<file path="src/rtl/lsu.sv">
// Load/store unit: decodes a core memory request, runs one command/response
// bus transaction (or rejects it locally) and returns extended load data.
module lsu #(
   parameter int unsigned TIMEOUT = 255
) (
   input  logic        clk,
   input  logic        rst,

   input  logic        lsu_i_valid,
   input  logic        lsu_i_we,
   input  logic [2:0]  lsu_i_funct3,
   input  logic [31:0] lsu_i_addr,
   input  logic [31:0] lsu_i_wdata,
   output logic        lsu_o_done,
   output logic [31:0] lsu_o_rdata,
   output logic [1:0]  lsu_o_err,
   output logic        lsu_o_busy,

   output logic        lsu_o_cmd_valid,
   input  logic        lsu_i_cmd_ready,
   output logic [31:0] lsu_o_cmd_addr,
   output logic        lsu_o_cmd_write,
   output logic [31:0] lsu_o_cmd_wdata,
   output logic [3:0]  lsu_o_cmd_wmask,

   input  logic        lsu_i_rsp_valid,
   input  logic [31:0] lsu_i_rsp_rdata,
   input  logic        lsu_i_rsp_err
);

   localparam int unsigned CNT_W  = 8;
   localparam int unsigned DATA_W = 32;
   localparam logic [CNT_W-1:0] CNT_LAST = CNT_W'(TIMEOUT - 1);

   localparam logic [1:0] ERR_OK      = 2'b00;
   localparam logic [1:0] ERR_ALIGN   = 2'b01;
   localparam logic [1:0] ERR_BUS     = 2'b10;
   localparam logic [1:0] ERR_TIMEOUT = 2'b11;

   typedef enum logic [1:0] {
      S_IDLE = 2'd0,
      S_CMD  = 2'd1,
      S_RSP  = 2'd2
   } state_e;

   state_e              state_q, state_d;
   logic [CNT_W-1:0]    cnt_q, cnt_d;
   logic [1:0]          addr_lo_q, addr_lo_d;
   logic [2:0]          funct3_q, funct3_d;
   logic                we_q, we_d;

   logic                done_q, done_d;
   logic [DATA_W-1:0]   rdata_q, rdata_d;
   logic [1:0]          err_q, err_d;
   logic                cmd_valid_q, cmd_valid_d;
   logic [DATA_W-1:0]   cmd_addr_q, cmd_addr_d;
   logic                cmd_write_q, cmd_write_d;
   logic [DATA_W-1:0]   cmd_wdata_q, cmd_wdata_d;
   logic [3:0]          cmd_wmask_q, cmd_wmask_d;

   logic                legal_c;
   logic [DATA_W-1:0]   st_wdata_c;
   logic [3:0]          st_wmask_c;
   logic [DATA_W-1:0]   ld_data_c;
   logic [DATA_W-1:0]   rsp_shift_c;
   logic [15:0]         rsp_half_c;
   logic                wd_expire_c;

   // Request legality: funct3 must name a valid access and be naturally aligned
   always_comb begin
      legal_c = 1'b0;
      case (lsu_i_funct3)
         3'b000:  legal_c = 1'b1;
         3'b001:  legal_c = ~lsu_i_addr[0];
         3'b010:  legal_c = (lsu_i_addr[1:0] == 2'b00);
         3'b100:  legal_c = ~lsu_i_we;
         3'b101:  legal_c = ~lsu_i_we & ~lsu_i_addr[0];
         default: legal_c = 1'b0;
      endcase
   end

   // Store lane replication and byte-enable generation (loads carry no enables)
   always_comb begin
      st_wdata_c = lsu_i_wdata;
      st_wmask_c = 4'b1111;
      case (lsu_i_funct3[1:0])
         2'b00: begin
            st_wdata_c = {4{lsu_i_wdata[7:0]}};
            st_wmask_c = 4'b0001 << lsu_i_addr[1:0];
         end
         2'b01: begin
            st_wdata_c = {2{lsu_i_wdata[15:0]}};
            st_wmask_c = 4'b0011 << lsu_i_addr[1:0];
         end
         default: begin
            st_wdata_c = lsu_i_wdata;
            st_wmask_c = 4'b1111;
         end
      endcase
      if (!lsu_i_we) begin
         st_wmask_c = 4'b0000;
      end
   end

   // Load lane selection and sign/zero extension from the response word
   always_comb begin
      rsp_shift_c = lsu_i_rsp_rdata >> {addr_lo_q, 3'b000};
      rsp_half_c  = addr_lo_q[1] ? lsu_i_rsp_rdata[31:16] : lsu_i_rsp_rdata[15:0];
      ld_data_c   = lsu_i_rsp_rdata;
      case (funct3_q)
         3'b000:  ld_data_c = {{24{rsp_shift_c[7]}}, rsp_shift_c[7:0]};
         3'b001:  ld_data_c = {{16{rsp_half_c[15]}}, rsp_half_c};
         3'b100:  ld_data_c = {24'h000000, rsp_shift_c[7:0]};
         3'b101:  ld_data_c = {16'h0000, rsp_half_c};
         default: ld_data_c = lsu_i_rsp_rdata;
      endcase
   end

   assign wd_expire_c = (cnt_q == CNT_LAST);

   // Next-state and registered-output decode
   always_comb begin
      state_d     = state_q;
      cnt_d       = cnt_q;
      addr_lo_d   = addr_lo_q;
      funct3_d    = funct3_q;
      we_d        = we_q;
      done_d      = 1'b0;
      rdata_d     = '0;
      err_d       = ERR_OK;
      cmd_valid_d = 1'b0;
      cmd_addr_d  = cmd_addr_q;
      cmd_write_d = cmd_write_q;
      cmd_wdata_d = cmd_wdata_q;
      cmd_wmask_d = cmd_wmask_q;

      unique case (state_q)
         S_IDLE: begin
            if (lsu_i_valid) begin
               if (!legal_c) begin
                  done_d = 1'b1;
                  err_d  = ERR_ALIGN;
               end else begin
                  state_d     = S_CMD;
                  cnt_d       = '0;
                  addr_lo_d   = lsu_i_addr[1:0];
                  funct3_d    = lsu_i_funct3;
                  we_d        = lsu_i_we;
                  cmd_valid_d = 1'b1;
                  cmd_addr_d  = {lsu_i_addr[31:2], 2'b00};
                  cmd_write_d = lsu_i_we;
                  cmd_wdata_d = st_wdata_c;
                  cmd_wmask_d = st_wmask_c;
               end
            end
         end
         S_CMD: begin
            cnt_d = cnt_q + CNT_W'(1);
            if (lsu_i_cmd_ready) begin
               state_d = S_RSP;
            end else if (wd_expire_c) begin
               state_d = S_IDLE;
               cnt_d   = '0;
               done_d  = 1'b1;
               err_d   = ERR_TIMEOUT;
            end else begin
               cmd_valid_d = 1'b1;
            end
         end
         S_RSP: begin
            cnt_d = cnt_q + CNT_W'(1);
            if (lsu_i_rsp_valid) begin
               state_d = S_IDLE;
               cnt_d   = '0;
               done_d  = 1'b1;
               if (lsu_i_rsp_err) begin
                  err_d = ERR_BUS;
               end else if (!we_q) begin
                  rdata_d = ld_data_c;
               end
            end else if (wd_expire_c) begin
               state_d = S_IDLE;
               cnt_d   = '0;
               done_d  = 1'b1;
               err_d   = ERR_TIMEOUT;
            end
         end
         default: begin
            state_d = S_IDLE;
         end
      endcase
   end

   // State and output registers; reset clears everything asynchronously
   always_ff @(posedge clk or negedge rst) begin
      if (!rst) begin
         state_q     <= S_IDLE;
         cnt_q       <= '0;
         addr_lo_q   <= '0;
         funct3_q    <= '0;
         we_q        <= 1'b0;
         done_q      <= 1'b0;
         rdata_q     <= '0;
         err_q       <= ERR_OK;
         cmd_valid_q <= 1'b0;
         cmd_addr_q  <= '0;
         cmd_write_q <= 1'b0;
         cmd_wdata_q <= '0;
         cmd_wmask_q <= '0;
      end else begin
         state_q     <= state_d;
         cnt_q       <= cnt_d;
         addr_lo_q   <= addr_lo_d;
         funct3_q    <= funct3_d;
         we_q        <= we_d;
         done_q      <= done_d;
         rdata_q     <= rdata_d;
         err_q       <= err_d;
         cmd_valid_q <= cmd_valid_d;
         cmd_addr_q  <= cmd_addr_d;
         cmd_write_q <= cmd_write_d;
         cmd_wdata_q <= cmd_wdata_d;
         cmd_wmask_q <= cmd_wmask_d;
      end
   end

   assign lsu_o_done      = done_q;
   assign lsu_o_rdata     = rdata_q;
   assign lsu_o_err       = err_q;
   assign lsu_o_busy      = (state_q != S_IDLE);
   assign lsu_o_cmd_valid = cmd_valid_q;
   assign lsu_o_cmd_addr  = cmd_addr_q;
   assign lsu_o_cmd_write = cmd_write_q;
   assign lsu_o_cmd_wdata = cmd_wdata_q;
   assign lsu_o_cmd_wmask = cmd_wmask_q;

endmodule
</file>
<file path="config.mk">
export PLATFORM = sky130hd
export DESIGN_NAME = lsu
export DESIGN_NICKNAME = d
export VERILOG_FILES = /design/src/rtl/lsu.sv
export SDC_FILE = /design/constraint.sdc
export NUM_CORES = 1
export LEC_CHECK = 0
export ABC_AREA = 1
export CORE_ASPECT_RATIO = 2
export CORE_MARGIN = 5
export CORE_UTILIZATION = 40
export CTS_CLUSTER_DIAMETER = 50
export DETAILED_ROUTE_END_ITERATION = 6
export PLACE_DENSITY = 0.77
export REMOVE_ABC_BUFFERS = 1
export SYNTH_ARGS = -nofsm -noshare
export SYNTH_HDL_FRONTEND = slang
export SYNTH_SLANG_ARGS = --single-unit
</file>
<file path="constraint.sdc">
create_clock -name clk -period 1.7 [get_ports clk]
set_clock_uncertainty 0.15 [all_clocks]
set_input_delay 0.255 -clock clk [delete_from_list [all_inputs] [get_ports clk]]
set_output_delay 0.255 -clock clk [all_outputs]
set_load 0.005 [all_outputs]
</file>
==> out/qor.csv, run 1 <==
metric;value;unit
Clock Tree Buf Depth;2;
largest family of logic cells by synthesized area;simple AND/OR/NAND/NOR gates;
outcome;complete, no violations;
post-layout net count;1043;
WP buf/inv;1;
Final ANT Viol Nets;0;
Post-Synth Simple-Gate Area;0.243;
setup tns final;0;ns
H-tree depth;4;
vias per std cell;4.84;
Cell variety after synth;31;
first-pass GRT wire length;27.9;mm
post-synthesis register bit count;118;
Remaining DRCs;0;
largest net degree at the start of global routing;71;
register area share after synthesis;0.542;
Top delay family on crit path;buffers and inverters;
Wirelength per Cell;16.2;um
CTS sink count;118;
commonest cells after routing, fill and taps aside;230 x nand2_1, 132 x clkdlybuf4s50_1, 117 x dfrtp_1;
Clk Tree Root Cell;clkbuf_16;
# setup viols final;0;
complex-gate fraction of the synthesized area;0.122;
CP max stage cell;clkdlybuf4s50_1;
WP data arrival;1.26;ns
CP Cell Sequence;clkdlybuf4s50_1;
crit path max fanout;2;
yosys warns;0;
WL final;17.8;mm
vias in the first global route;5494;
initial antenna violation count;0;
DRT iter0 DRCs;258;
Synth Area in XOR/XNOR;0.00482;
Tcrit/Tclk final;0.981;
die area;16200;um^2
Max-cap violations;0;
n_diodes;0;
Core Region;13400;um^2
multiplexer share of the synthesized area;0;
area grow syn2layout;62.6;%
Slew HR;0.662;
hold crit path type;input port to async pin;
CTS tree;done;
via count;5323;
most common cell after layout, fill and taps aside;nand2_1;
FP Rows;60;
final worst path period need;1.67;ns
Hold Vio Cnt, Final;0;
grt ovf;0;
# port buffers;209;
IO Pins;212;
power density over the cells;1480;nW/um^2
drt first pass iters;4;
CTS Buf Count;17;
maximum vdd drop;862;uV
mapped cell area;5450;um^2
Skew-Pair Late Insertion Delay;0.40;ns
share of layout cells above drive strength 1;0.131;
Worst Setup End Kind;primary output;
f_max;0.600;GHz
die width;92.5;um
Syn Inst Count;671;
average cell area after synthesis;8.12;um^2
Overall Global Routing Usage;0.221;
gpl congestion;0.928;
Pleak;4.94;nW
post-synthesis adder-cell area fraction;0.0138;
hpwl dp;13.5;mm
worst-margin pin slew;0.505;ns
startpoint types;register;
CP Class;register to primary output;
Initial Util;0.405;
Worst path max stage delay;0.51;ns
clk slew on worst S/H paths;0.06;ns
Final Power;13.1;mW
die height;175;um
unrepaired setup endpoints after global routing;true;
Min Hold Slack;0.0386;ns
required time of the critical path;1.29;ns
Final Slew Violations;0;
==> kinds of logic after synthesis <==
logic type,Yosys count
XOR/XNOR,3
AO/OA/AOI/OAI,124
AND/OR/NAND/NOR,331
other,1
buffers and inverters,88
adder cells (fa/ha/maj),6
flip-flops,118
==> state kept, by name, indices dropped and copies added (netlist names) <==
| name | cells |
|---|---|
| lsu_o_cmd_write | 1 |
| lsu_o_rdata | 32 |
| lsu_o_cmd_wdata | 32 |
| lsu_o_cmd_valid | 1 |
| cnt_q | 8 |
| lsu_o_cmd_addr | 30 |
| lsu_o_err | 2 |
| lsu_o_done | 1 |
| lsu_o_cmd_wmask | 4 |
| addr_lo_q | 2 |
| funct3_q | 3 |
| state_q | 2 |
==> worst paths after layout <==
path / depth (start not counted) / end / slack, ns / start
max: 1 / lsu_o_cmd_wdata[26] / 0.03 / lsu_o_cmd_wdata[26]
min: 2 / lsu_o_rdata[30] / 0.04 / rst
max reg2reg: 9 / cnt_q[3] / 0.05 / state_q[0]
min reg2reg: 2 / lsu_o_cmd_addr[5] / 0.31 / lsu_o_cmd_addr[5]
max in group asynchronous: 3 / funct3_q[0] / 0.78 / rst
min in group clk: 3 / lsu_o_cmd_addr[18] / 0.24 / lsu_i_addr[18]
==> cells in the mapped netlist <==
cell type	count	share of area
a211oi_1	3	0.0041
a21boi_0	1	0.0014
a21oi_1	50	0.046
a21oi_2	1	0.0016
and3_1	1	0.0011
buf_1	3	0.0021
buf_2	8	0.0074
buf_4	2	0.0028
buf_6	7	0.014
clkbuf_1	10	0.0069
clkinv_1	1	0.00069
conb_1	1	0.00069
dfrtp_1	118	0.54
ha_1	6	0.014
inv_1	54	0.037
inv_2	3	0.0021
nand2_1	235	0.16
nand2_2	4	0.0046
nand3_1	25	0.023
nand4_1	1	0.0011
nor2_1	56	0.039
nor2_4	1	0.0021
nor2_8	1	0.0037
nor3_1	6	0.0055
nor4_1	1	0.0011
o211ai_1	3	0.0041
o21ai_0	58	0.053
o221ai_1	3	0.0048
o31ai_1	5	0.0069
xnor2_1	1	0.0016
xor2_1	2	0.0032
==> stage by stage <==
stage          worst slack [ns]  instance area, um^2  cells   util
6_report                 0.0323                 8860   1099  0.659
3_5_place_dp             -0.335                 8020   1060  0.597
2_1_floorplan            -0.532                 5270    642      -
4_1_cts                 0.00113                 8660   1096  0.645
3_3_place_gp             -0.296                 8020   1060  0.597
5_1_grt                 -0.0989                 8860   1099  0.659
==> power breakdown <==
part	leakage [nW]	internal, mW	switching (mW)
clock	0.293	2.47	1.35
sequential	1.54	3.75	0.537
combinational	3.11	2.51	2.51
total	4.94	8.73	4.39
==> per-layer routing <==
metal / vias up / GRT usage / wire [um]
li1: 2652 / - / -
met1: 2481 / 0.222 / 6210
met2: 161 / 0.427 / 10300
met3: 29 / 0.0478 / 776
met4: 0 / 0.0893 / 567
met5: - / 0 / 0
==> layout make-up <==
class | count | area, um^2
Inverter | 58 | 218
Tap cell | 155 | 194
Clock buffer | 18 | 429
Timing Repair Buffer | 270 | 2680
Fill cell | 1086 | 4580
Clock inverter | 14 | 199
Multi-Input combinational cell | 466 | 2180
Sequential cell | 118 | 2950
==> repair_timing <==
action                     in CTS  in global routing
gates cloned                    0                  0
hold endpoints to repair      118                  0
setup endpoints to repair     123                117
setup buffers                   3                  3
hold buffers                    1                  0
resized for setup              45                 66
No activity file was read; power rests on OpenSTA's default activity.
==> run 2, diff against run 1 <==
- CORE_UTILIZATION: 40 -> 30
- PLACE_DENSITY: 0.77 -> unset
==> run 2 against run 1 <==
  * Sequential power barely moved
  * Die area rose by 30%
  * Non-clock buffer count rose by 5
  * Worst setup slack got worse by 0.0057 ns
  * Clock power fell by 7.3%
  * Total power fell by 2.6%
  * Via count fell by 0.13%
  * Clock-buffer cell count rose by 5
  * Final cell count rose by 5.9%
  * Highest routed layer unchanged
  * Global-route usage fell by 4.4 points
  * Routed wire length rose by 5.0%
  * Critical path depth did not move
==> out/qor.csv, run 2 (synthesis results as in run 1) <==
metric;value;unit;change
die area;21100;um^2;+30%
area grow syn2layout;62.3;%;
Worst Setup End Kind;primary output;;
WP buf/inv;1;;unchanged
Clock Tree Buf Depth;2;;unchanged
largest net degree at the start of global routing;39;;-45%
CTS sink count;118;;unchanged
H-tree depth;4;;unchanged
crit path max fanout;2;;unchanged
first-pass GRT wire length;29.4;mm;+5.2%
maximum vdd drop;803;uV;-6.9%
Top delay family on crit path;buffers and inverters;;
drt first pass iters;4;;unchanged
Tcrit/Tclk final;0.984;;+0.00335
required time of the critical path;1.29;ns;about the same
hpwl dp;14.3;mm;+6.5%
vias in the first global route;5476;;-0.33%
Overall Global Routing Usage;0.177;;-0.0437
Worst path max stage delay;0.51;ns;about the same
most common cell after layout, fill and taps aside;nand2_1;;
CTS tree;done;;
Skew-Pair Late Insertion Delay;0.41;ns;about the same
unrepaired setup endpoints after global routing;true;;
outcome;complete, no violations;;
WP depth;1;;unchanged
gpl congestion;0.822;;-11%
# port buffers;209;;unchanged
IO Pins;212;;unchanged
CTS Buf Count;17;;unchanged
Min Hold Slack;0.158;ns;+0.119 ns
Final ANT Viol Nets;0;;unchanged
r2r worst-path depth;10;;+1
setup ws final;0.0266;ns;-0.00570 ns
hold crit path type;input port to async pin;;
die width;105;um;+14%
Final Slew Violations;0;;unchanged
DRT iter0 DRCs;217;;-16%
Core Region;17800;um^2;+32%
Hold Vio Cnt, Final;0;;unchanged
grt ovf;0;;unchanged
FP Rows;69;;+15%
# setup viols final;0;;unchanged
die height;201;um;+15%
Max-cap violations;0;;unchanged
Clk Tree Root Cell;clkbuf_16;;
Remaining DRCs;0;;unchanged
final worst path period need;1.67;ns;+0.00570 ns
CP max stage cell;clkdlybuf4s50_1;;
final std cell area, no fill;8840;um^2;-0.21%
WP data arrival;1.27;ns;about the same
startpoint types;register;;
CP Cell Sequence;clkdlybuf4s50_1;;
share of layout cells above drive strength 1;0.137;;+0.00563
WL final;18.7;mm;+5.0%
initial antenna violation count;2;;+2
power density over the cells;1450;nW/um^2;-2.4%
post-layout net count;1048;;+0.48%
Initial Util;0.306;;-0.0991
Wirelength per Cell;16.1;um;-0.88%
commonest cells after routing, fill and taps aside;228 x nand2_1, 134 x clkdlybuf4s50_1, 117 x dfrtp_1;;
vias per std cell;4.57;;-5.7%
CP Class;register to primary output;;
Placement Cell Area;8130;um^2;+1.3%
Pleak;4.71;nW;-4.7%
pre-CTS WS;-0.420;ns;-0.0849 ns
f_max;0.598;GHz;-0.34%
via count;5316;;-0.13%
clk slew on worst S/H paths;0.05;ns;about the same
-- run 2: final cells by class --
class,count,area [um^2]
tap,213,267
sequential,118,2950
antenna,2,5.00
timing repair buffer,275,2650
inverter,58,218
multi-input combinational,466,2170
clock buffer,23,478
fill,1715,8950
clock inverter,9,100
-- run 2: power by group --
group	switching, mW	internal (mW)	total (mW)
Clock	1.27	2.26	3.53
Combinational	2.50	2.45	4.95
Sequential	0.543	3.75	4.29
-- run 2: path summary, 6_finish.rpt --
path / from / to / slack [ns]
worst max-delay path: lsu_o_cmd_wdata[26] / lsu_o_cmd_wdata[26] / 0.03
worst min-delay path: rst / lsu_o_rdata[15] / 0.16
worst max register to register: state_q[1] / state_q[0] / 0.07
worst min register to register: lsu_o_cmd_wdata[16] / lsu_o_cmd_wdata[16] / 0.31
max in group asynchronous: rst / lsu_o_cmd_addr[13] / 0.73
min in group clk: lsu_i_addr[14] / lsu_o_cmd_addr[14] / 0.23
-- run 2: per-layer routing --
| layer | vias to the layer above | share of wire | GRT usage |
|---|---|---|---|
| met2 | 159 | 0.58 | 0.340 |
| met4 | 0 | 0.032 | 0.0823 |
| li1 | 2658 | - | - |
| met5 | - | 0 | 0 |
| met3 | 32 | 0.046 | 0.0425 |
| met1 | 2467 | 0.34 | 0.172 |
-- run 2: through the flow --
step	util	TNS, ns	cells	power [mW]
after floorplan	-	-39.35	642	6.17
after global placement	0.457	-23.40	1121	9.55
after detailed placement	0.457	-29.18	1121	9.60
after CTS	0.487	-0.348	1154	12.8
after global routing	0.497	-0.210	1164	13.7
final	0.497	0	1164	12.8
-- run 2: repair_timing --
item	CTS	global route
endpoints found under the hold margin	118	0
gates resized for setup	62	51
endpoints found under the setup margin	83	124
buffers inserted	0	8
pin swaps	0	5
hold buffers	1	0
==> run 3, diff against run 2 <==
- CTS_BUF_LIST: unset -> sky130_fd_sc_hd__clkbuf_2 sky130_fd_sc_hd__clkbuf_4 sky130_fd_sc_hd__clkbuf_8
==> run 3 against run 2 <==
  * Clock-buffer cell count is the same
  * Non-clock buffer count shrank 4
  * Final area shrank 2.9%
  * Total power shrank 8.5%
  * Sequential power is essentially flat
  * Fmax shrank 0.27%
  * Largest cell class unchanged
  * Largest power group unchanged
==> out/qor.csv, run 3 (synthesis results as in run 1) <==
metric;value;unit;change
outcome;complete, no violations;;
required time of the critical path;1.29;ns;about the same
DP Cell Count;1121;;unchanged
CTS sink count;118;;unchanged
Initial Util;0.306;;unchanged
vias in the first global route;5453;;-0.42%
Core Region;17800;um^2;unchanged
IO Pins;212;;unchanged
CP max stage cell;dfrtp_1;;
Placement Cell Area;8130;um^2;unchanged
Worst Setup End Kind;primary output;;
Final Slew Violations;0;;unchanged
CTS Buf Count;17;;unchanged
Pleak;4.67;nW;-0.81%
# port buffers;209;;unchanged
H-tree depth;4;;unchanged
clk slew on worst S/H paths;0.07;ns;+0.02 ns
first-pass GRT wire length;29.2;mm;-0.49%
Skew-Pair Late Insertion Delay;0.44;ns;+0.03 ns
startpoint types;register;;
# setup viols final;0;;unchanged
Hold Vio Cnt, Final;0;;unchanged
unrepaired setup endpoints after global routing;true;;
area grow syn2layout;57.5;%;
Min Hold Slack;0.128;ns;-0.0299 ns
Max-cap violations;0;;unchanged
via count;5282;;-0.64%
crit path max fanout;3;;+1
FP Rows;69;;unchanged
final worst path period need;1.68;ns;+0.00449 ns
f_max;0.596;GHz;-0.27%
power density over the cells;1360;nW/um^2;-5.7%
most common cell after layout, fill and taps aside;nand2_1;;
die width;105;um;unchanged
Clock Tree Buf Depth;2;;unchanged
drt first pass iters;5;;+1
setup tns final;0;ns;unchanged
worst-margin pin slew;0.632;ns;
Final ANT Viol Nets;0;;unchanged
Worst path max stage delay;0.39;ns;-0.12 ns
post-layout net count;1044;;-0.38%
die area;21100;um^2;unchanged
CP Cell Sequence;inv_2, ha_4, inv_4, buf_6;;
Overall Global Routing Usage;0.176;;-0.00114
Wirelength per Cell;16.0;um;-0.34%
WP data arrival;1.27;ns;about the same
final std cell area, no fill;8580;um^2;-2.9%
largest net degree at the start of global routing;39;;unchanged
Post-Layout Cell Count;1159;;-0.43%
hold crit path type;input port to async pin;;
die height;201;um;unchanged
DRT iter0 DRCs;228;;+5.1%
maximum vdd drop;698;uV;-13%
Remaining DRCs;0;;unchanged
grt ovf;0;;unchanged
share of layout cells above drive strength 1;0.138;;+0.000580
Slew HR;0.577;;
CP Class;register to primary output;;
Final Power;11.7;mW;-8.5%
WL final;18.6;mm;-0.76%
initial antenna violation count;1;;-1
gpl congestion;0.822;;unchanged
CTS tree;done;;
vias per std cell;4.56;;-0.21%
hpwl dp;14.3;mm;unchanged
Tcrit/Tclk final;0.987;;+0.00264
Clk Tree Root Cell;clkbuf_8;;
commonest cells after routing, fill and taps aside;228 x nand2_1, 117 x dfrtp_1, 105 x clkdlybuf4s50_1;;
run 3: path summary, 6_finish.rpt:
check | from | end | slack [ns] | depth (start not counted)
setup reg to reg | state_q[0] | cnt_q[1] | 0.07 | 10
min in group clk | lsu_i_addr[25] | lsu_o_cmd_addr[25] | 0.20 | 3
hold / removal | rst | lsu_o_rdata[15] | 0.13 | 2
hold reg to reg | lsu_o_cmd_wdata[16] | lsu_o_cmd_wdata[16] | 0.31 | 2
setup / recovery | state_q[0] | lsu_o_busy | 0.02 | 4
max in group asynchronous | rst | lsu_o_cmd_addr[16] | 0.77 | 3
run 3: metal layers:
layer | vias up | track usage | routed length, um
met5 | - | 0 | 0
met4 | 0 | 0.0800 | 480
met3 | 25 | 0.0377 | 859
met2 | 144 | 0.341 | 10900
met1 | 2465 | 0.172 | 6300
li1 | 2648 | - | -
run 3: final cells by class:
| cell class | count | area, um^2 |
|---|---|---|
| Sequential cell | 118 | 2950 |
| Antenna cell | 1 | 2.50 |
| Fill cell | 1759 | 9210 |
| Inverter | 58 | 223 |
| Timing Repair Buffer | 271 | 2550 |
| Multi-Input combinational cell | 466 | 2180 |
| Tap cell | 213 | 267 |
| Clock inverter | 9 | 100 |
| Clock buffer | 23 | 298 |
run 3: through the flow:
stage                     worst slack, ns   util
after floorplan                    -0.532      -
after global placement             -0.301  0.457
after detailed placement           -0.420  0.457
after CTS                        0.000502  0.476
after global routing              -0.0605  0.482
final                              0.0221  0.482
run 3: where the power goes:
| part | switching, mW | internal, mW |
|---|---|---|
| logic | 2.51 | 2.31 |
| registers | 0.532 | 3.74 |
| clock network | 1.14 | 1.45 |
| total | 4.18 | 7.51 |
run 3: worst max-delay path, delay by kind of cell (launching register included):
| kind | cells | cell delay [ns] |
|---|---|---|
| DFF | 1 | 0.39 |
| buffers and inverters | 3 | 0.27 |
| adders and majority gates | 1 | 0.18 |
run 3: timing repair:
| item | CTS | global route |
|---|---|---|
| cloned | 0 | 0 |
| endpoints found under the setup margin | 122 | 58 |
| pin swaps | 1 | 8 |
| gates resized for setup | 108 | 40 |
| buffers inserted | 3 | 1 |
| hold endpoints to repair | 118 | 0 |
| hold buffers | 1 | 0 |
